### config.mk
export PLATFORM = sky130hd
export DESIGN_NAME = cursor_ctrl
export DESIGN_NICKNAME = d
export VERILOG_FILES = /design/src/rtl/cursor_ctrl.sv
export SDC_FILE = /design/constraint.sdc
export NUM_CORES = 1
export LEC_CHECK = 0
export CAP_MARGIN = 20
export CORE_UTILIZATION = 45
export DETAILED_ROUTE_END_ITERATION = 12
export PLACE_DENSITY_LB_ADDON = 0.05
export SYNTH_ARGS = -nofsm -noshare
export SYNTH_HDL_FRONTEND = slang
export SYNTH_SLANG_ARGS = --single-unit
### constraint.sdc
create_clock -name clk_in -period 8.46 [get_ports clk_in]
set_input_delay 1.269 -clock clk_in [delete_from_list [all_inputs] [get_ports clk_in]]
set_output_delay 1.269 -clock clk_in [all_outputs]
set_load 0.05 [all_outputs]
### src/rtl/cursor_ctrl.sv
// Purpose : brush/cursor controller. It synchronises and debounces the buttons,
//           accelerates movement while a direction is held, and clamps the position.
// Latency : a button is seen 2+DB_CYCLES cycles after it changes. Colour and width
//           update one cycle later. Position and moved_out update on the nf_in edge.
// Backpr. : none. Updates are paced by nf_in, there is no stall, and every frame is consumed.
// Ports   : clk_in/rst_n_in are the clock and the async active-low reset.
//           pos_con_in[3:0] is up/down/right/left. col_con_in advances the colour.
//           sw_con_in advances the stroke width. nf_in is the new-frame strobe.
//           cursor_loc_x/y, cursor_color, stroke_width and moved_out are the outputs.
module cursor_ctrl #(
   parameter int X_MAX        = 638,
   parameter int Y_MAX        = 359,
   parameter int X_RESET      = 320,
   parameter int Y_RESET      = 180,
   parameter int X_W          = 10,
   parameter int Y_W          = 9,
   parameter int COLOR_W      = 4,
   parameter int WIDTH_MAX    = 7,
   parameter int WIDTH_W      = 3,
   parameter int STEP_MIN     = 1,
   parameter int STEP_MAX     = 8,
   parameter int ACCEL_FRAMES = 16,
   parameter int DB_CYCLES    = 1000
) (
   input  logic               clk_in,
   input  logic               rst_n_in,
   input  logic [3:0]         pos_con_in,
   input  logic               col_con_in,
   input  logic               sw_con_in,
   input  logic               nf_in,
   output logic [X_W-1:0]     cursor_loc_x,
   output logic [Y_W-1:0]     cursor_loc_y,
   output logic [COLOR_W-1:0] cursor_color,
   output logic [WIDTH_W-1:0] stroke_width,
   output logic               moved_out
);

   localparam int NB     = 6;
   localparam int DB_W   = $clog2(DB_CYCLES + 1);
   localparam int STEP_W = $clog2(STEP_MAX + 1);
   localparam int CNT_W  = $clog2(ACCEL_FRAMES + 1);

   // ---------------- input conditioning ----------------
   logic [NB-1:0] raw, sync1, sync2, db;

   assign raw = {sw_con_in, col_con_in, pos_con_in};

   always_ff @(posedge clk_in or negedge rst_n_in) begin
      if (!rst_n_in) begin
         sync1 <= '0;
         sync2 <= '0;
      end else begin
         sync1 <= raw;
         sync2 <= sync1;
      end
   end

   // Accept a new level only after it has differed from db for DB_CYCLES
   // consecutive cycles. Any bounce back to db restarts the count.
   for (genvar i = 0; i < NB; i++) begin : g_db
      logic            db_q;
      logic [DB_W-1:0] cnt_q;

      always_ff @(posedge clk_in or negedge rst_n_in) begin
         if (!rst_n_in) begin
            db_q  <= 1'b0;
            cnt_q <= '0;
         end else if (sync2[i] == db_q) begin
            cnt_q <= '0;
         end else if (cnt_q == DB_W'(DB_CYCLES - 1)) begin
            db_q  <= sync2[i];
            cnt_q <= '0;
         end else begin
            cnt_q <= cnt_q + DB_W'(1);
         end
      end

      assign db[i] = db_q;
   end

   logic dir_up, dir_down, dir_right, dir_left, any_dir, col_db, sw_db;

   assign dir_up    = db[0];
   assign dir_down  = db[1];
   assign dir_right = db[2];
   assign dir_left  = db[3];
   assign any_dir   = |db[3:0];
   assign col_db    = db[4];
   assign sw_db     = db[5];

   // ---------------- acceleration FSM ----------------
   typedef enum logic [1:0] {S_IDLE, S_RAMP, S_MAX} state_t;

   state_t              state_q, state_d;
   logic [STEP_W-1:0]   step_q, step_d, step_use;
   logic [CNT_W-1:0]    cnt_q, cnt_d, cnt_inc;
   logic [STEP_W:0]     step_dbl;

   always_ff @(posedge clk_in or negedge rst_n_in) begin
      if (!rst_n_in) begin
         state_q <= S_IDLE;
         step_q  <= STEP_W'(STEP_MIN);
         cnt_q   <= '0;
      end else begin
         state_q <= state_d;
         step_q  <= step_d;
         cnt_q   <= cnt_d;
      end
   end

   // IDLE and RAMP share the counting rule. The counter is always clear in IDLE,
   // so the first held frame counts toward the first doubling.
   always_comb begin
      state_d  = state_q;
      step_d   = step_q;
      cnt_d    = cnt_q;
      cnt_inc  = cnt_q + CNT_W'(1);
      step_dbl = {step_q, 1'b0};
      if (nf_in) begin
         if (!any_dir) begin
            state_d = S_IDLE;
            step_d  = STEP_W'(STEP_MIN);
            cnt_d   = '0;
         end else begin
            case (state_q)
               S_IDLE, S_RAMP: begin
                  if (cnt_inc == CNT_W'(ACCEL_FRAMES)) begin
                     cnt_d  = '0;
                     step_d = (step_dbl > (STEP_W+1)'(STEP_MAX)) ? STEP_W'(STEP_MAX)
                                                                  : step_dbl[STEP_W-1:0];
                  end else begin
                     cnt_d = cnt_inc;
                  end
                  state_d = (step_d == STEP_W'(STEP_MAX)) ? S_MAX : S_RAMP;
               end
               default: begin
                  state_d = S_MAX;
                  step_d  = STEP_W'(STEP_MAX);
                  cnt_d   = '0;
               end
            endcase
         end
      end
   end

   // The move uses the step from before this frame's update.
   always_comb begin
      step_use = (state_q == S_MAX) ? STEP_W'(STEP_MAX) : step_q;
   end

   // ---------------- movement ----------------
   logic [X_W:0]   x_step, x_sum;
   logic [Y_W:0]   y_step, y_sum;
   logic [X_W-1:0] x_d;
   logic [Y_W-1:0] y_d;

   always_comb begin
      x_step = (X_W+1)'(step_use);
      y_step = (Y_W+1)'(step_use);
      x_sum  = {1'b0, cursor_loc_x} + x_step;
      y_sum  = {1'b0, cursor_loc_y} + y_step;
      x_d    = cursor_loc_x;
      y_d    = cursor_loc_y;
      // When both buttons on an axis are held, they cancel and fall to the default.
      case ({dir_left, dir_right})
         2'b01:   x_d = (x_sum > (X_W+1)'(X_MAX)) ? X_W'(X_MAX) : x_sum[X_W-1:0];
         2'b10:   x_d = ({1'b0, cursor_loc_x} <= x_step) ? '0
                        : cursor_loc_x - x_step[X_W-1:0];
         default: x_d = cursor_loc_x;
      endcase
      case ({dir_up, dir_down})
         2'b01:   y_d = (y_sum > (Y_W+1)'(Y_MAX)) ? Y_W'(Y_MAX) : y_sum[Y_W-1:0];
         2'b10:   y_d = ({1'b0, cursor_loc_y} <= y_step) ? '0
                        : cursor_loc_y - y_step[Y_W-1:0];
         default: y_d = cursor_loc_y;
      endcase
   end

   always_ff @(posedge clk_in or negedge rst_n_in) begin
      if (!rst_n_in) begin
         cursor_loc_x <= X_W'(X_RESET);
         cursor_loc_y <= Y_W'(Y_RESET);
         moved_out    <= 1'b0;
      end else if (nf_in) begin
         cursor_loc_x <= x_d;
         cursor_loc_y <= y_d;
         moved_out    <= (x_d != cursor_loc_x) || (y_d != cursor_loc_y);
      end else begin
         moved_out    <= 1'b0;
      end
   end

   // ---------------- colour / stroke width ----------------
   logic col_prev, sw_prev;

   always_ff @(posedge clk_in or negedge rst_n_in) begin
      if (!rst_n_in) begin
         col_prev     <= 1'b0;
         sw_prev      <= 1'b0;
         cursor_color <= '0;
         stroke_width <= '0;
      end else begin
         col_prev <= col_db;
         sw_prev  <= sw_db;
         if (col_db && !col_prev)
            cursor_color <= cursor_color + COLOR_W'(1);
         if (sw_db && !sw_prev)
            stroke_width <= (stroke_width == WIDTH_W'(WIDTH_MAX)) ? '0
                            : stroke_width + WIDTH_W'(1);
      end
   end

endmodule

# After elaboration in Yosys (flattened, before gate mapping)
# Cells that the tools add are included.
[op_classes] order_cmp=5 add_sub_neg=13 bitwise_logic=6 reduce_logical=14 n_eq_ne=23 mux=34
[ops] op="$mux 10" n=14
[ops] op="$add 10x1->10 const B" n=6
[ops] op="$eq 10x10->1 const B" n=6
[ops] op="$mux 4" n=8
[ops] op="$pmux 10 s2" n=1
[ops] op="$mux 9" n=2
[ops] op="$pmux 9 s2" n=1
[ops] op="$mux 5" n=3
[ops] op="$reduce_and 2->1" n=6
[ops] op="$add 10x4->11" n=1
[ops] op="$gt 11x10->1 const B" n=1
[ops] op="$add 9x4->10" n=1
[ops] op="$gt 10x9->1 const B" n=1
[ops] op="$le 10x4->1" n=1
[ops] op="$ne 10x10->1" n=1
[ops] op="$sub 10x4->10" n=1
[ops] op="$le 9x4->1" n=1
[ops] op="$ne 9x9->1" n=1
[ops] op="$sub 9x4->9" n=1
[ops] op="$eq 1x1->1" n=6
[ops] op="$eq 2x1->1 const B" n=3
[ops] op="$eq 2x2->1 const B" n=3
[ops] op="$mux 2" n=3
[ops] op="$not 1->1" n=6
[ops] op="other kinds (15)" n=17
[totals] input_bits=9 out_inout_bits=27 register_bits=118 wordCells=119

# Longest topological paths before layout
# Gate-level depths: netlist of the first run.
[depth] word_depth=10 mapped_depth=15 ltp_nobuf=14

# Worst setup path after synthesis of the first run
# No wires, ideal clock.
[synth_path] kind="register to register" start="register cursor_loc_x[0]" end="register moved_out" stages_incl_launch_ff=14 setup_time_ns=0.143 path_buffers=0 path_slack_ns=5.106 arrival_ns=3.210 required_time_ns=8.317 period_less_slack_ns=3.354 path_cell_list="dfrtp_1 -> inv_1 -> ha_1 -> inv_1 -> fa_1 -> a211oi_1 -> o311ai_1 -> and2_4 -> a221oi_2 -> o32ai_1 -> a221oi_1 -> nand4_1 -> nor4_2 -> a41oi_2"
[synth_between] elab_chain_len=7 word_cells_on_any_way=10 classes_between="2 x add/sub; 2 x order compare; 1 x eq/ne; 4 x mux; 1 x reduce/logical"
[synth_rtl] item="start, declared" line_no="31" text="output logic [X_W-1:0] cursor_loc_x,"
[synth_rtl] item="start signal, assigned" line_no="181" text="cursor_loc_x <= X_W'(X_RESET);"
[synth_rtl] item="$add 10x4->11" line_no="160" text="x_sum = {1'b0, cursor_loc_x} + x_step;"
[synth_rtl] item="$gt 11x10->1" line_no="166" text="2'b01: x_d = (x_sum > (X_W+1)'(X_MAX)) ? X_W'(X_MAX) : x_sum[X_W-1:0];"
[synth_rtl] item="$mux 10" line_no="166"
[synth_rtl] item="$pmux 10 s2" line_no="165" text="case ({dir_left, dir_right})"
[synth_rtl] item="$ne 10x10->1 (*)" line_no="187" text="moved_out <= (x_d != cursor_loc_x) || (y_d != cursor_loc_y);"
[synth_rtl] item="$logic_or 1x1->1 (*)" line_no="187"
[synth_rtl] item="$mux 1 (*)" line_no="184" text="end else if (nf_in) begin"
[synth_rtl] item="end signal, assigned" line_no="187"
[synth_rtl] item="end, declared" line_no="35" text="output logic moved_out"
# Mark *: on every way between the ends. The rest lies on a longest branch, timed or not.
# A chain may end at the register's enable or synchronous reset.

# Worst setup path in the final report of the first run
[layout_path] start="register state_q[1]" end="register moved_out"
[layout_between] elab_chain_len=9 word_cells_on_any_way=20 classes_between="4 x add/sub; 4 x order compare; 3 x eq/ne; 8 x mux; 1 x reduce/logical"
[layout_rtl] item="start, declared" line_no="94" text="state_t state_q, state_d;"
[layout_rtl] item="start signal, assigned" line_no="105" text="state_q <= state_d;"
[layout_rtl] item="$eq 2x2->1 (*)" line_no="148" text="step_use = (state_q == S_MAX) ? STEP_W'(STEP_MAX) : step_q;"
[layout_rtl] item="$mux 4 (*)" line_no="148"
[layout_rtl] item="$add 10x4->11 / $add 9x4->10 (equally long branches)" line_no="160, 161"
[layout_rtl] item="$gt 11x10->1 / $gt 10x9->1 (equally long branches)" line_no="166, 172"
[layout_rtl] item="$mux 10 / $mux 9 (equally long branches)" line_no="166, 172"
[layout_rtl] item="$pmux 10 s2 / $pmux 9 s2 (equally long branches)" line_no="165, 171"
[layout_rtl] item="$ne 10x10->1 / $ne 9x9->1 (equally long branches)" line_no="187"
[layout_rtl] item="$logic_or 1x1->1 (*)" line_no="187"
[layout_rtl] item="$mux 1 (*)" line_no="184"
# Marked as above.

==> results.cfg, run 1 <==
[setup_path]
critPathMaxFanout = 10
crit_arrival_ps = 4290
slowest_stage = nor3_2
startpoint_type = flop
cpPeakStageDelay_ps = 600
cp-end-kind = flop
cp.required_ps = 8720
crit_chain = nand2b_1, and2_1, ha_1, inv_1, fa_1, nor2_1, o311a_1, a31o_2, nand2_1, nor3_2, o21bai_1, nand4_1, nor4_2, a41oi_2
critical_path_class = reg2reg
crit_buf_inv = 1
crit_family = simple AND/OR/NAND/NOR gates

[power_and_ir_drop]
internal_power_mw = 1.13
switchingPower_mw = 0.328
cellPowerDensity_nw_per_um2 = 168
power_frac_comb = 0.059
power_mw = 1.46
power.leakage_nw = 3.64
p_clk_frac = 0.536
irDropWorstVdd_mv = 0.157
swShare = 0.225
power_frac_seq = 0.405

[yosys]
yosysMostFrequentCell = dfrtp_1
yosys.cell_types.count = 91
ys.flop_type = dfrtp_1
synth_edf_count = 0
seq_area_frac_synth = 0.393
ys_warn_count = 0
postSynth.asyncResetShare = 1.00
synthTopCellsByArea = dfrtp_1 (37%), ha_1 (6.1%), nor2_1 (5.2%)
synthCells = 833
syn_avg_cell_area_um2 = 9.05
yosysTopAreaCellShare = 0.368
syn-num-nets = 883
syn-cell-area_um2 = 7540
synth_common_cells = dfrtp_1 (111), nor2_1 (104), nand2_1 (77), inv_1 (47), xnor2_1 (44)
synth_top_area_cell = dfrtp_1
synth_seq_cells = 118

[clock_network]
cts-hold-fix-buffers = 0
cts_sinks = 118
htree_num_levels = 4
cts_resized = 0
cts_tree = done
worstSkewPairLatency_ps = 410
numCtsBuffers = 17
clk_pin_slew_ps = 60
clk_path_buf_depth = 2
cts_root_buf = clkbuf_16
post_cts_buffers = 0

[drt]
ant_nets = 0
drc = 0
num_vias = 6355
drt_wl_total_um = 18200
wire_per_inst_um = 16.6
dr.pass1.iters = 5
vias_per_cell = 5.81
initialDrtViolationCount = 496

[grt]
grt_use_total = 0.223
grtUsageMet1 = 0.299
overflow = 0
grt_pass1_wl_um = 31300
antenna_found_initial = 0
met3_usage = 0.0332
grt_max_degree = 63
busiest_layer = met2
gr-usage-met2 = 0.353
grt_pass1_vias = 6350

[floorplan]
initial_core_util = 0.468
core_um2 = 16100
fp.dieArea_um2 = 17300
fp.dieW_um = 131
dieHeight_um = 131
placementRows = 46
pin_count = 36

[timing]
grt_setup_unrepaired = no
setup_violations = 0
period_minus_slack_ps = 4020
worstMarginPinSlew_ps = 792
finalCritPeriodShare = 0.476
max_clock_freq_ghz = 0.249
slew_headroom = 0.472
tns_ps = 0
finClkSkew_ps = 6.58
slew_violations = 0
finalHoldViolations = 0

[run_status]
status = finished clean

[layout]
multi_input_area_um2 = 4290
final_util = 0.541
fin_nets = 914
antenna_cells = 0
nFillCells = 1462
final-seq-area_um2 = 2960
areaGrowthSynthToFinish_pct = 15.7
drive_gt1_frac = 0.0855

[run]
maxCapViolations = 0

[placement]
dp_hpwl_um = 13300
routabilityCongestion = 0.921
numPortBuffers = 35

[hold_path]
hold_class = reg2reg
power groups by stage:
stage	combinational (mW)	clock, mW	sequential, mW
floorplan	0.0487	0	0.604
global placement	0.0869	0	0.601
detailed placement	0.0872	0	0.601
CTS	0.0882	0.802	0.591
global route	0.0985	0.830	0.593
finish	0.0869	0.783	0.592
metrics by stage:
step                hold slack (ps)  cells  cell area [um^2]  setup slack [ps]
floorplan                       331    833              7540              5110
global placement                334   1061              8070              4600
detailed placement              336   1061              8070              4470
CTS                             349   1093              8720              4450
global route                    355   1093              8720              4080
finish                          349   1093              8720              4440
kinds of logic (layout without fill, tap and decap cells):
kind of cell,Yosys count,after routing,share of synthesized area
buf+inv,75,119,0.0388
fa+ha+maj,41,41,0.0720
xor+xnor,68,68,0.0790
compound gates,192,192,0.184
simple gates,324,324,0.211
mux,15,15,0.0224
flops,118,118,0.393
layer usage:
metal  vias up  routed length, um
met5         -                  0
met4         0                580
met3        40                695
met2       167               8520
met1      3072               8370
li1       3076                  -
worst paths after layout:
path	end	slack [ps]	from	cells after the start
max	moved_out$_DFF_PN0_	4440	state_q[1]$_DFFE_PN0P_	14
max reg2reg	moved_out$_DFF_PN0_	4440	state_q[1]$_DFFE_PN0P_	14
min in group asynchronous	sync2[4]$_DFF_PN0_	910	rst_n_in	1
min	sync2[3]$_DFF_PN0_	350	sync1[3]$_DFF_PN0_	0
min reg2reg	sync2[3]$_DFF_PN0_	350	sync1[3]$_DFF_PN0_	0
max in group asynchronous	g_db[3].cnt_q[0]$_DFF_PN0_	6300	rst_n_in	2
registers in the layout, indices dropped and copies added, names as in the netlist:
signal and cells:
cnt_q 5, g_db.db_q 1, cursor_loc_y 9, dir_left 1
cursor_color 4, state_q 2, sync2 6, col_prev 1
step_q 4, dir_down 1, col_db 1, stroke_width 3
sync1 6, g_db.cnt_q 60, moved_out 1, dir_right 1
sw_prev 1, dir_up 1, cursor_loc_x 10
cell type report:
class                   count  area share
clock inverters            15      0.0261
repair buffers             37      0.0416
inverters                  50      0.0215
well taps                 216      0.0310
clock buffers              17      0.0488
flip-flops and latches    118       0.340
multi-input cells         640       0.491
cell usage in the layout, fill, tap and decap left out, drive strengths merged, types with 8 or more instances in the layout:
cell type and instances:
dfrtp 111, nor2 104, nand2 77, inv 51
xnor2 44, o21ai 41, ha 37, clkdlybuf4s50 34
a21oi 30, nand3 25, xor2 24, nor3 22
clkbuf 17, nand4 16, and3 15, a31oi 13
mux2 12, and2 12, or4 11, o31ai 10
o2111ai 10, nor2b 8
Note: power is estimated with default switching activity, not from simulation.
==> run 2: changes to the inputs <==
==> constraint.sdc (replaced) <==
create_clock -name clk_in -period 3.29 [get_ports clk_in]
set_input_delay 0.4935 -clock clk_in [delete_from_list [all_inputs] [get_ports clk_in]]
set_output_delay 0.4935 -clock clk_in [all_outputs]
set_load 0.05 [all_outputs]
==> run 2 against run 1 <==
  * The run now ends with setup timing left
  * Wire length rose by 16%
  * Flip-flop and latch count unchanged
  * Setup slack worse by 4600 ps
  * Worst hold slack got worse by 230 ps
  * Clock-buffer cell count stayed put
  * First-iteration DRC count is 23% higher
  * Largest power group unchanged
  * Final area grew 16%
  * Clock skew up 4.1 ps
==> results.cfg, run 2 (same netlist as run 1, synthesis figures left out) <==
[power_and_ir_drop]
power_mw = 3.68
power.leakage_nw = 4.33
irDropWorstVdd_mv = 0.298
cellPowerDensity_nw_per_um2 = 363

[grt]
overflow = 0
grt_max_degree = 57
grt_use_total = 0.253
grt_pass1_wl_um = 35100
antenna_found_initial = 0
grt_pass1_vias = 7058

[setup_path]
cp-end-kind = flop
crit_arrival_ps = 3700
cp.required_ps = 3560
startpoint_type = flop
reg2reg_depth = 16
slowest_stage = or4_4
r2r-start = state_q[0]$_DFFE_PN0P_
cpPeakStageDelay_ps = 410
critical_path_class = reg2reg
crit_path_end = moved_out$_DFF_PN0_
critPathMaxFanout = 5
crit_start = state_q[0]$_DFFE_PN0P_
rr_endpoint = moved_out$_DFF_PN0_
crit_chain = nand2b_4, and2_4, ha_4, inv_2, fa_2, a211oi_4, o311ai_4, nand2_2, buf_6, or4_4, a32oi_2, nor2_2, xnor2_1, o41ai_1, buf_4, a41oi_2
reg2reg_slack_ps = -140

[run_status]
violations = setup timing
status = complete, but fails checks

[placement]
dp_hpwl_um = 15000
dp_slack_ps = -341
numPortBuffers = 35
routabilityCongestion = 0.919
dp_cells = 1180

[clock_network]
cts_root_buf = clkbuf_16
numCtsBuffers = 17
clk_pin_slew_ps = 60
clk_path_buf_depth = 2
htree_num_levels = 4
cts_sinks = 118
cts_tree = done
worstSkewPairLatency_ps = 410
cts-hold-fix-buffers = 0

[floorplan]
fp.dieArea_um2 = 17300
core_um2 = 16100
dieHeight_um = 131
placementRows = 46
pin_count = 36
fp.dieW_um = 131
initial_core_util = 0.468

[layout]
final_util = 0.629
largest_reg_flops = 60
drive_gt1_frac = 0.257
reg_top3 = g_db.cnt_q: 60 flops, cursor_loc_x: 10 flops, cursor_loc_y: 9 flops
antenna_cells = 0
areaGrowthSynthToFinish_pct = 34.4
layout_commonest_cell = buf_4
stdcell_count = 1235
fin_nets = 1056
layout_common_cells = buf_4 (140), dfrtp_1 (110), nor2_1 (101)
regMostFlops = g_db.cnt_q

[drt]
vias_per_cell = 5.74
initialDrtViolationCount = 610
dr.pass1.iters = 7
drc = 0
ant_nets = 0
num_vias = 7088
drt_wl_total_um = 21000
wire_per_inst_um = 17.0

[timing]
finalCritPeriodShare = 1.04
finClkSkew_ps = 10.7
worstMarginPinSlew_ps = 697
slew_headroom = 0.534
grt_setup_unrepaired = yes
max_clock_freq_ghz = 0.291
setup_violations = 1
period_minus_slack_ps = 3430
tns_ps = -142
setup_slack_ps = -142
finalHoldViolations = 0
slew_violations = 0

[run]
maxCapViolations = 0

[hold_path]
hold_class = in2async
==> run 2: per-stage QoR <==
stage	cell area, um^2	hold slack (ps)
2_1_floorplan	7550	198
3_3_place_gp	8990	333
3_5_place_dp	8990	337
4_1_cts	10000	138
5_1_grt	10100	177
6_report	10100	121
==> run 2: worst min path at each step <==
stage / end / slack [ps] / cells after the start
3_5_place_dp: sync2[2]$_DFF_PN0_ / 340 / 0
3_3_place_gp: sync2[2]$_DFF_PN0_ / 330 / 0
2_1_floorplan: cnt_q[0]$_DFFE_PN0P_ / 200 / 0
4_1_cts: g_db[4].cnt_q[5]$_DFF_PN0_ / 140 / 1
5_1_grt: g_db[4].cnt_q[5]$_DFF_PN0_ / 180 / 1
6_report: g_db[4].cnt_q[5]$_DFF_PN0_ / 120 / 1
==> run 2: report_power, final <==
group / total [mW] / internal, mW / switching [mW]
clock network: 1.86 / 1.19 / 0.671
logic: 0.299 / 0.124 / 0.175
registers: 1.52 / 1.49 / 0.0313
==> run 2: what timing repair did <==
action / CTS / global route
buffers inserted: 19 / 4
gates resized for setup: 51 / 19
endpoints found under the setup margin: 5 / 4
pin swaps: 28 / 16
==> run 2: layout make-up <==
| type | instances | area (um^2) |
|---|---|---|
| clock buffer | 17 | 425 |
| clock inverter | 15 | 180 |
| fill | 1357 | 5980 |
| inverter | 50 | 190 |
| multi-input combinational | 640 | 4650 |
| sequential | 118 | 2960 |
| tap | 216 | 270 |
| timing repair buffer | 179 | 1460 |
==> run 2: critical path, delay by kind of cell (launching register included) <==
family | cells | cell delay (ps)
AO/OA/AOI/OAI | 5 | 1060
AND/OR/NAND/NOR | 5 | 980
adder cells (fa/ha/maj) | 2 | 390
flip-flops | 1 | 370
buffers and inverters | 3 | 370
XOR/XNOR | 1 | 130
==> run 2: metal layers <==
metal | vias up | part of all wire | GRT usage
li1 | 3350 | - | -
met1 | 3415 | 0.45 | 0.337
met2 | 274 | 0.47 | 0.402
met3 | 49 | 0.059 | 0.0502
met4 | 0 | 0.025 | 0.105
met5 | - | 0 | 0
